[config.mk]
export PLATFORM = sky130hd
export DESIGN_NAME = rng_range_req_flat
export DESIGN_NICKNAME = d
export VERILOG_FILES = /design/src/rtl/rng_pkg.sv /design/src/rtl/rng_range_req_if.sv /design/src/rtl/rng_range_req.sv /design/src/flat_wrapper.sv
export SDC_FILE = /design/constraint.sdc
export NUM_CORES = 1
export LEC_CHECK = 0
export CAP_MARGIN = 10
export CORE_AREA = 2 2 74 76
export DETAILED_ROUTE_END_ITERATION = 8
export DIE_AREA = 0 0 76 78
export HOLD_SLACK_MARGIN = 0.03
export PLACE_DENSITY = 0.59
export SYNTH_ARGS = -nofsm -noshare
export SYNTH_HDL_FRONTEND = slang
export SYNTH_SLANG_ARGS = --single-unit
[constraint.sdc]
create_clock -name clk -period 2.96 [get_ports clk]
set_input_delay 0.888 -clock clk [delete_from_list [all_inputs] [get_ports clk]]
set_output_delay 0.888 -clock clk [all_outputs]
set_load 0.02 [all_outputs]
[src/rtl/rng_pkg.sv]
// Shared types and helpers for the range-limited random requester.
package rng_pkg;

  typedef enum logic [1:0] {StIdle, StFetch, StSample, StDone} state_e;

  // Power-on seed of the paired LFSR generator.
  localparam logic [15:0] RNG_SEED = 16'hA7E2;

  // Widest operand cover_mask handles; callers zero-extend into it.
  localparam int unsigned MAX_W = 16;

  // Smallest 2^k-1 that is >= x: smear the top set bit downward.
  function automatic logic [MAX_W-1:0] cover_mask(input logic [MAX_W-1:0] x);
    logic [MAX_W-1:0] r;
    r = x;
    for (int i = 1; i < MAX_W; i++) begin
      r = r | (r >> i);
    end
    return r;
  endfunction

endpackage

[src/rtl/rng_range_req_if.sv]
// Request/result bundle between game logic, this requester and the generator.
interface rng_range_req_if #(
  parameter int unsigned RNG_W = 16,
  parameter int unsigned OUT_W = 8
);
  logic             req;
  logic [OUT_W-1:0] limit;
  logic             busy;
  logic             valid;
  logic [OUT_W-1:0] value;
  logic             rng_get;
  logic [RNG_W-1:0] rng_result;

  // The requester block itself.
  modport slave (
    input  req, limit, rng_result,
    output busy, valid, value, rng_get
  );

  // Whoever drives requests and supplies generator words.
  modport master (
    output req, limit, rng_result,
    input  busy, valid, value, rng_get
  );
endinterface

[src/rtl/rng_range_req.sv]
// Uniform integer in [0, limit) by mask-and-reject over fresh generator words,
// with a bounded number of attempts and a subtract-once fallback.
module rng_range_req
  import rng_pkg::*;
#(
  parameter int unsigned RNG_W     = 16,
  parameter int unsigned OUT_W     = 8,
  parameter int unsigned MAX_TRIES = 8
) (
  input  logic           clk,
  input  logic           rst,
  rng_range_req_if.slave bus
);

  localparam int unsigned TW = $clog2(MAX_TRIES + 1);

  state_e           state_q, state_d;
  logic [OUT_W-1:0] lim_q, mask_q, value_q;
  logic [TW-1:0]    tries_q;
  logic [OUT_W-1:0] cand;
  logic [OUT_W-1:0] lim_m1;
  logic [OUT_W-1:0] mask_new;
  logic             accept;
  logic             last_try;

  assign cand     = bus.rng_result[OUT_W-1:0] & mask_q;
  assign lim_m1   = bus.limit - 1'b1;
  // limit of 0 or 1 has nothing to mask; 0 would also wrap lim_m1.
  assign mask_new = (bus.limit <= OUT_W'(1)) ? '0 : OUT_W'(cover_mask(MAX_W'(lim_m1)));
  assign accept   = cand < lim_q;
  assign last_try = tries_q == TW'(MAX_TRIES);

  if (RNG_W > OUT_W) begin : g_unused
    logic unused_hi;
    assign unused_hi = ^bus.rng_result[RNG_W-1:OUT_W];
  end

  // State register.
  always_ff @(posedge clk) begin
    if (rst) state_q <= StIdle;
    else     state_q <= state_d;
  end

  // Next-state logic.
  always_comb begin
    state_d = state_q;
    unique case (state_q)
      StIdle:   if (bus.req) state_d = (bus.limit == '0) ? StDone : StFetch;
      StFetch:  state_d = StSample;
      StSample: state_d = (accept || last_try) ? StDone : StFetch;
      StDone:   state_d = StIdle;
      default:  state_d = StIdle;
    endcase
  end

  // Outputs decoded from the current state.
  always_comb begin
    bus.busy    = state_q != StIdle;
    bus.valid   = state_q == StDone;
    bus.rng_get = state_q == StFetch;
  end

  assign bus.value = value_q;

  // Request latch, attempt counter and result register.
  always_ff @(posedge clk) begin
    if (rst) begin
      lim_q   <= '0;
      mask_q  <= '0;
      value_q <= '0;
      tries_q <= '0;
    end else begin
      unique case (state_q)
        StIdle: begin
          if (bus.req) begin
            lim_q   <= bus.limit;
            mask_q  <= mask_new;
            tries_q <= '0;
            if (bus.limit == '0) value_q <= '0;
          end
        end
        StFetch: tries_q <= tries_q + 1'b1;
        StSample: begin
          // cand <= mask < 2*lim, so one subtraction always lands in range.
          if (accept)        value_q <= cand;
          else if (last_try) value_q <= cand - lim_q;
        end
        default: ;
      endcase
    end
  end

endmodule

[src/flat_wrapper.sv]
// flat-port wrapper written by rule: the top's interface ports become plain ports
module rng_range_req_flat import rng_pkg::*;
#(
  parameter int unsigned RNG_W     = 16,
  parameter int unsigned OUT_W     = 8,
  parameter int unsigned MAX_TRIES = 8
)
  (clk, rst, bus_req, bus_limit, bus_rng_result, bus_busy, bus_valid, bus_value, bus_rng_get);
  rng_range_req_if #(.RNG_W(RNG_W), .OUT_W(OUT_W)) bus_i ();
  input  logic clk;
  input  logic rst;
  input wire logic [$bits(bus_i.req)-1:0] bus_req;
  input wire logic [$bits(bus_i.limit)-1:0] bus_limit;
  input wire logic [$bits(bus_i.rng_result)-1:0] bus_rng_result;
  output wire logic [$bits(bus_i.busy)-1:0] bus_busy;
  output wire logic [$bits(bus_i.valid)-1:0] bus_valid;
  output wire logic [$bits(bus_i.value)-1:0] bus_value;
  output wire logic [$bits(bus_i.rng_get)-1:0] bus_rng_get;
  assign bus_i.req = bus_req;
  assign bus_i.limit = bus_limit;
  assign bus_i.rng_result = bus_rng_result;
  assign bus_busy = bus_i.busy;
  assign bus_valid = bus_i.valid;
  assign bus_value = bus_i.value;
  assign bus_rng_get = bus_i.rng_get;
  rng_range_req #(.RNG_W(RNG_W), .OUT_W(OUT_W), .MAX_TRIES(MAX_TRIES)) u_core (.clk(clk), .rst(rst), .bus(bus_i));
endmodule
==> flow_metrics.py <==
metrics = {
    "worst_setup_path": {
        "class_of_the_most_critical_setup_path": "input port to register",
        "worstSetupStartpointType": "input port",
        "critPathCaptureType": "register",
        "worstPathMaxFanout": 6,
        "cp_data_arrival_time_ps": 3040,
        "cp.required_ps": 3130,
    },
    "sta": {
        "rsz0062_at_grt": "no",
        "timing_worst_slew_pin_value_ps": 365,
        "slew_headroom": 0.755,
        "report.final.slew_viol_count": 0,
        "report.final.hold_viol_count": 0,
        "final_period_minus_worst_setup_slack_ps": 2870,
        "setup_viol": 0,
        "fin_hold_ws_ps": 456,
        "finClkSkew_ps": 7.00,
        "fmax_mhz": 348,
        "layout_worst_path_cycle_share": 0.971,
    },
    "clocking": {
        "cts.path.max_buffers": 2,
        "postCtsHoldBufs": 0,
        "clock-sinks": 30,
        "tritoncts_clock_tree": "done",
        "clk_root_buffer_cell": "clkbuf_8",
        "cts-buffers-inserted": 5,
        "htreeDepth": 2,
        "path_clk_slew_ps": 70,
        "clkLatencyLatePin_ps": 290,
    },
    "finish": {
        "design.final.nets": 360,
        "layout-area-overhead-vs-synth_pct": 38.1,
        "final_cell_area_um2": 2750,
        "drive_above_1_share": 0.194,
        "antenna_cells_inserted": 0,
    },
    "detailed_routing": {
        "ant_nets": 0,
        "dr_total_vias": 1976,
        "drc_errors": 0,
        "post_drt_via_cell_ratio": 5.08,
        "wl_per_cell_um": 13.4,
        "firstDrtPassIters": 4,
        "wl_um": 5220,
        "drtIter0Drc": 63,
    },
    "flow_run": {
        "max_cap_violations": 0,
    },
    "power_and_ir_drop": {
        "power.ir.vdd_worst_mv": 0.171,
        "power.switching_uw": 409,
        "power_report.internal_total_uw": 835,
        "power.static_leakage_nw": 1.09,
        "power_frac_clock": 0.285,
        "sequentialPowerShare": 0.361,
        "pwr_density_cell_nw_per_um2": 453,
        "netSwitchingFraction": 0.329,
        "comb_power_share": 0.354,
    },
    "synthesis": {
        "ys_ff_latch": 30,
        "netlist_top_cells_area": "dfxtp_1, ha_1, a21oi_1, nand2_1, nor2_1",
        "yosysUniqueCellTypes": 47,
        "synth.cells.most_frequent": "nand2_1, dfxtp_1, a21oi_1",
        "synth_area_per_cell_um2": 7.78,
        "yosysSeqAreaShare": 0.302,
        "synth.cell_area_um2": 1990,
        "synthesis.nets": 298,
        "synth.most_common_cell": "nand2_1",
        "synth_cells": 256,
        "synthesis.yosys.warnings": 0,
        "asyncSetResetFlopFracSynth": 0,
        "post-synth-top-area-cell": "dfxtp_1",
        "synth-main-ff-cell": "dfxtp_1",
        "yosysTopAreaCellShare": 0.302,
        "synth_edf_count": 0,
    },
    "global_route": {
        "global_route.overflow_total": 0,
        "grt_max_degree": 22,
        "grt_use_total": 0.184,
        "grt_pass1_vias": 1893,
        "grt_pass1_wl_um": 8670,
        "initial_antenna_violation_count": 0,
    },
    "floorplan": {
        "io_pins": 38,
        "dieArea_um2": 5930,
        "core-area_um2": 5040,
        "initial_utilization": 0.395,
        "rows": 26,
        "die-width_um": 76,
        "die-height_um": 78,
    },
    "placed_design": {
        "place.detailed.hpwl_um": 4110,
        "port_buffers": 29,
        "placement.cell_area_um2": 2570,
        "gp_congestion": 0.876,
    },
    "status": {
        "outcome": "completed",
    },
    "hold_path": {
        "hp-class": "register to register",
    },
}
cell usage in the layout (no fill, tap or decap), types with 2 or more instances in the layout:
| cell type | count |
|---|---|
| inv_1 | 17 |
| o31ai_1 | 3 |
| nand3_1 | 8 |
| nor2b_1 | 2 |
| o2bb2ai_1 | 4 |
| clkdlybuf4s50_1 | 28 |
| a31oi_1 | 2 |
| buf_4 | 34 |
| and2_1 | 9 |
| nor3_1 | 10 |
| nand2b_1 | 2 |
| nand2_1 | 34 |
| a22oi_1 | 3 |
| o21a_1 | 4 |
| nand3b_1 | 2 |
| nor2_1 | 25 |
| o31a_1 | 2 |
| xor2_1 | 4 |
| o2bb2ai_2 | 2 |
| o21ai_0 | 7 |
| xnor2_1 | 3 |
| a21o_1 | 3 |
| buf_6 | 2 |
| dfxtp_1 | 30 |
| clkbuf_8 | 6 |
| and2_2 | 3 |
| a221oi_1 | 2 |
| a21oi_1 | 27 |
| ha_1 | 12 |
flip-flops by register name, indices dropped and copies added, names as in the netlist:
register	flops
u_core.state_q	2
u_core.bus.value	8
u_core.tries_q	4
u_core.mask_q	8
u_core.lim_q	8
final timing paths:
kind | start | to | slack, ps | cells past startpoint
worst max-delay path | bus_rng_result[5] | u_core.bus.value[0] | 90 | 10
worst min-delay path | u_core.lim_q[7] | u_core.lim_q[7] | 460 | 2
worst max register to register | u_core.mask_q[5] | u_core.bus.value[0] | 790 | 9
worst min register to register | u_core.lim_q[7] | u_core.lim_q[7] | 460 | 2
per-layer routing:
layer / global-route usage / vias to the layer above / routed length (um)
li1: - / 1023 / -
met1: 0.225 / 906 / 2510
met2: 0.317 / 39 / 2460
met3: 0.0407 / 8 / 168
met4: 0.0709 / 0 / 89
met5: 0 / - / 0
logic make-up (layout without fill, tap and decap cells):
logic type               Yosys count  after routing  share of synthesized area
AND/OR/NAND/NOR                  106            106                      0.265
AO/OA/AOI/OAI                     70             70                      0.241
flip-flops                        30             30                      0.302
buffers and inverters             27             90                     0.0591
adder cells (fa/ha/maj)           15             15                     0.0981
XOR/XNOR                           7              7                     0.0308
multiplexers                       1              1                    0.00503
power by group through the flow:
| stage | clock network (mW) | logic [mW] | registers (mW) |
|---|---|---|---|
| finish | 0.354 | 0.441 | 0.449 |
| global route | 0.387 | 0.487 | 0.452 |
| CTS | 0.363 | 0.417 | 0.448 |
| detailed placement | 0 | 0.407 | 0.457 |
| global placement | 0 | 0.400 | 0.456 |
| floorplan | 0 | 0.248 | 0.454 |
critical path, cell delays in order:
cell and delay (ps):
clkdlybuf4s50_1 470, and2_4 160, ha_4 200, a21o_1 180, a21o_1 190, a221o_1 420, a31oi_4 230, nor2_2 60
buf_6 140, o2bb2ai_2 110
per-stage QoR:
step	utilization	total power, mW	cells	TNS [ps]	setup slack [ps]
floorplan	-	0.702	256	0	232
global placement	0.510	0.857	379	-2380	-362
detailed placement	0.510	0.865	379	-2610	-407
CTS	0.531	1.23	387	0	7.04
global route	0.545	1.33	389	0	25.9
finish	0.545	1.24	389	0	85.8
what timing repair did:
action	CTS	global route
pin swaps	1	5
cloned	0	0
setup endpoints to repair	7	8
resized for setup	4	11
buffers inserted	0	2
final cells by class:
| cell class | count | area, um^2 |
|---|---|---|
| fill | 488 | 2290 |
| multi-input combinational | 199 | 1330 |
| sequential | 30 | 601 |
| timing repair buffer | 65 | 571 |
| tap | 70 | 87.6 |
| clock buffer | 6 | 82.6 |
| inverter | 17 | 63.8 |
| clock inverter | 2 | 12.5 |
No activity file was read; power rests on OpenSTA's default activity.
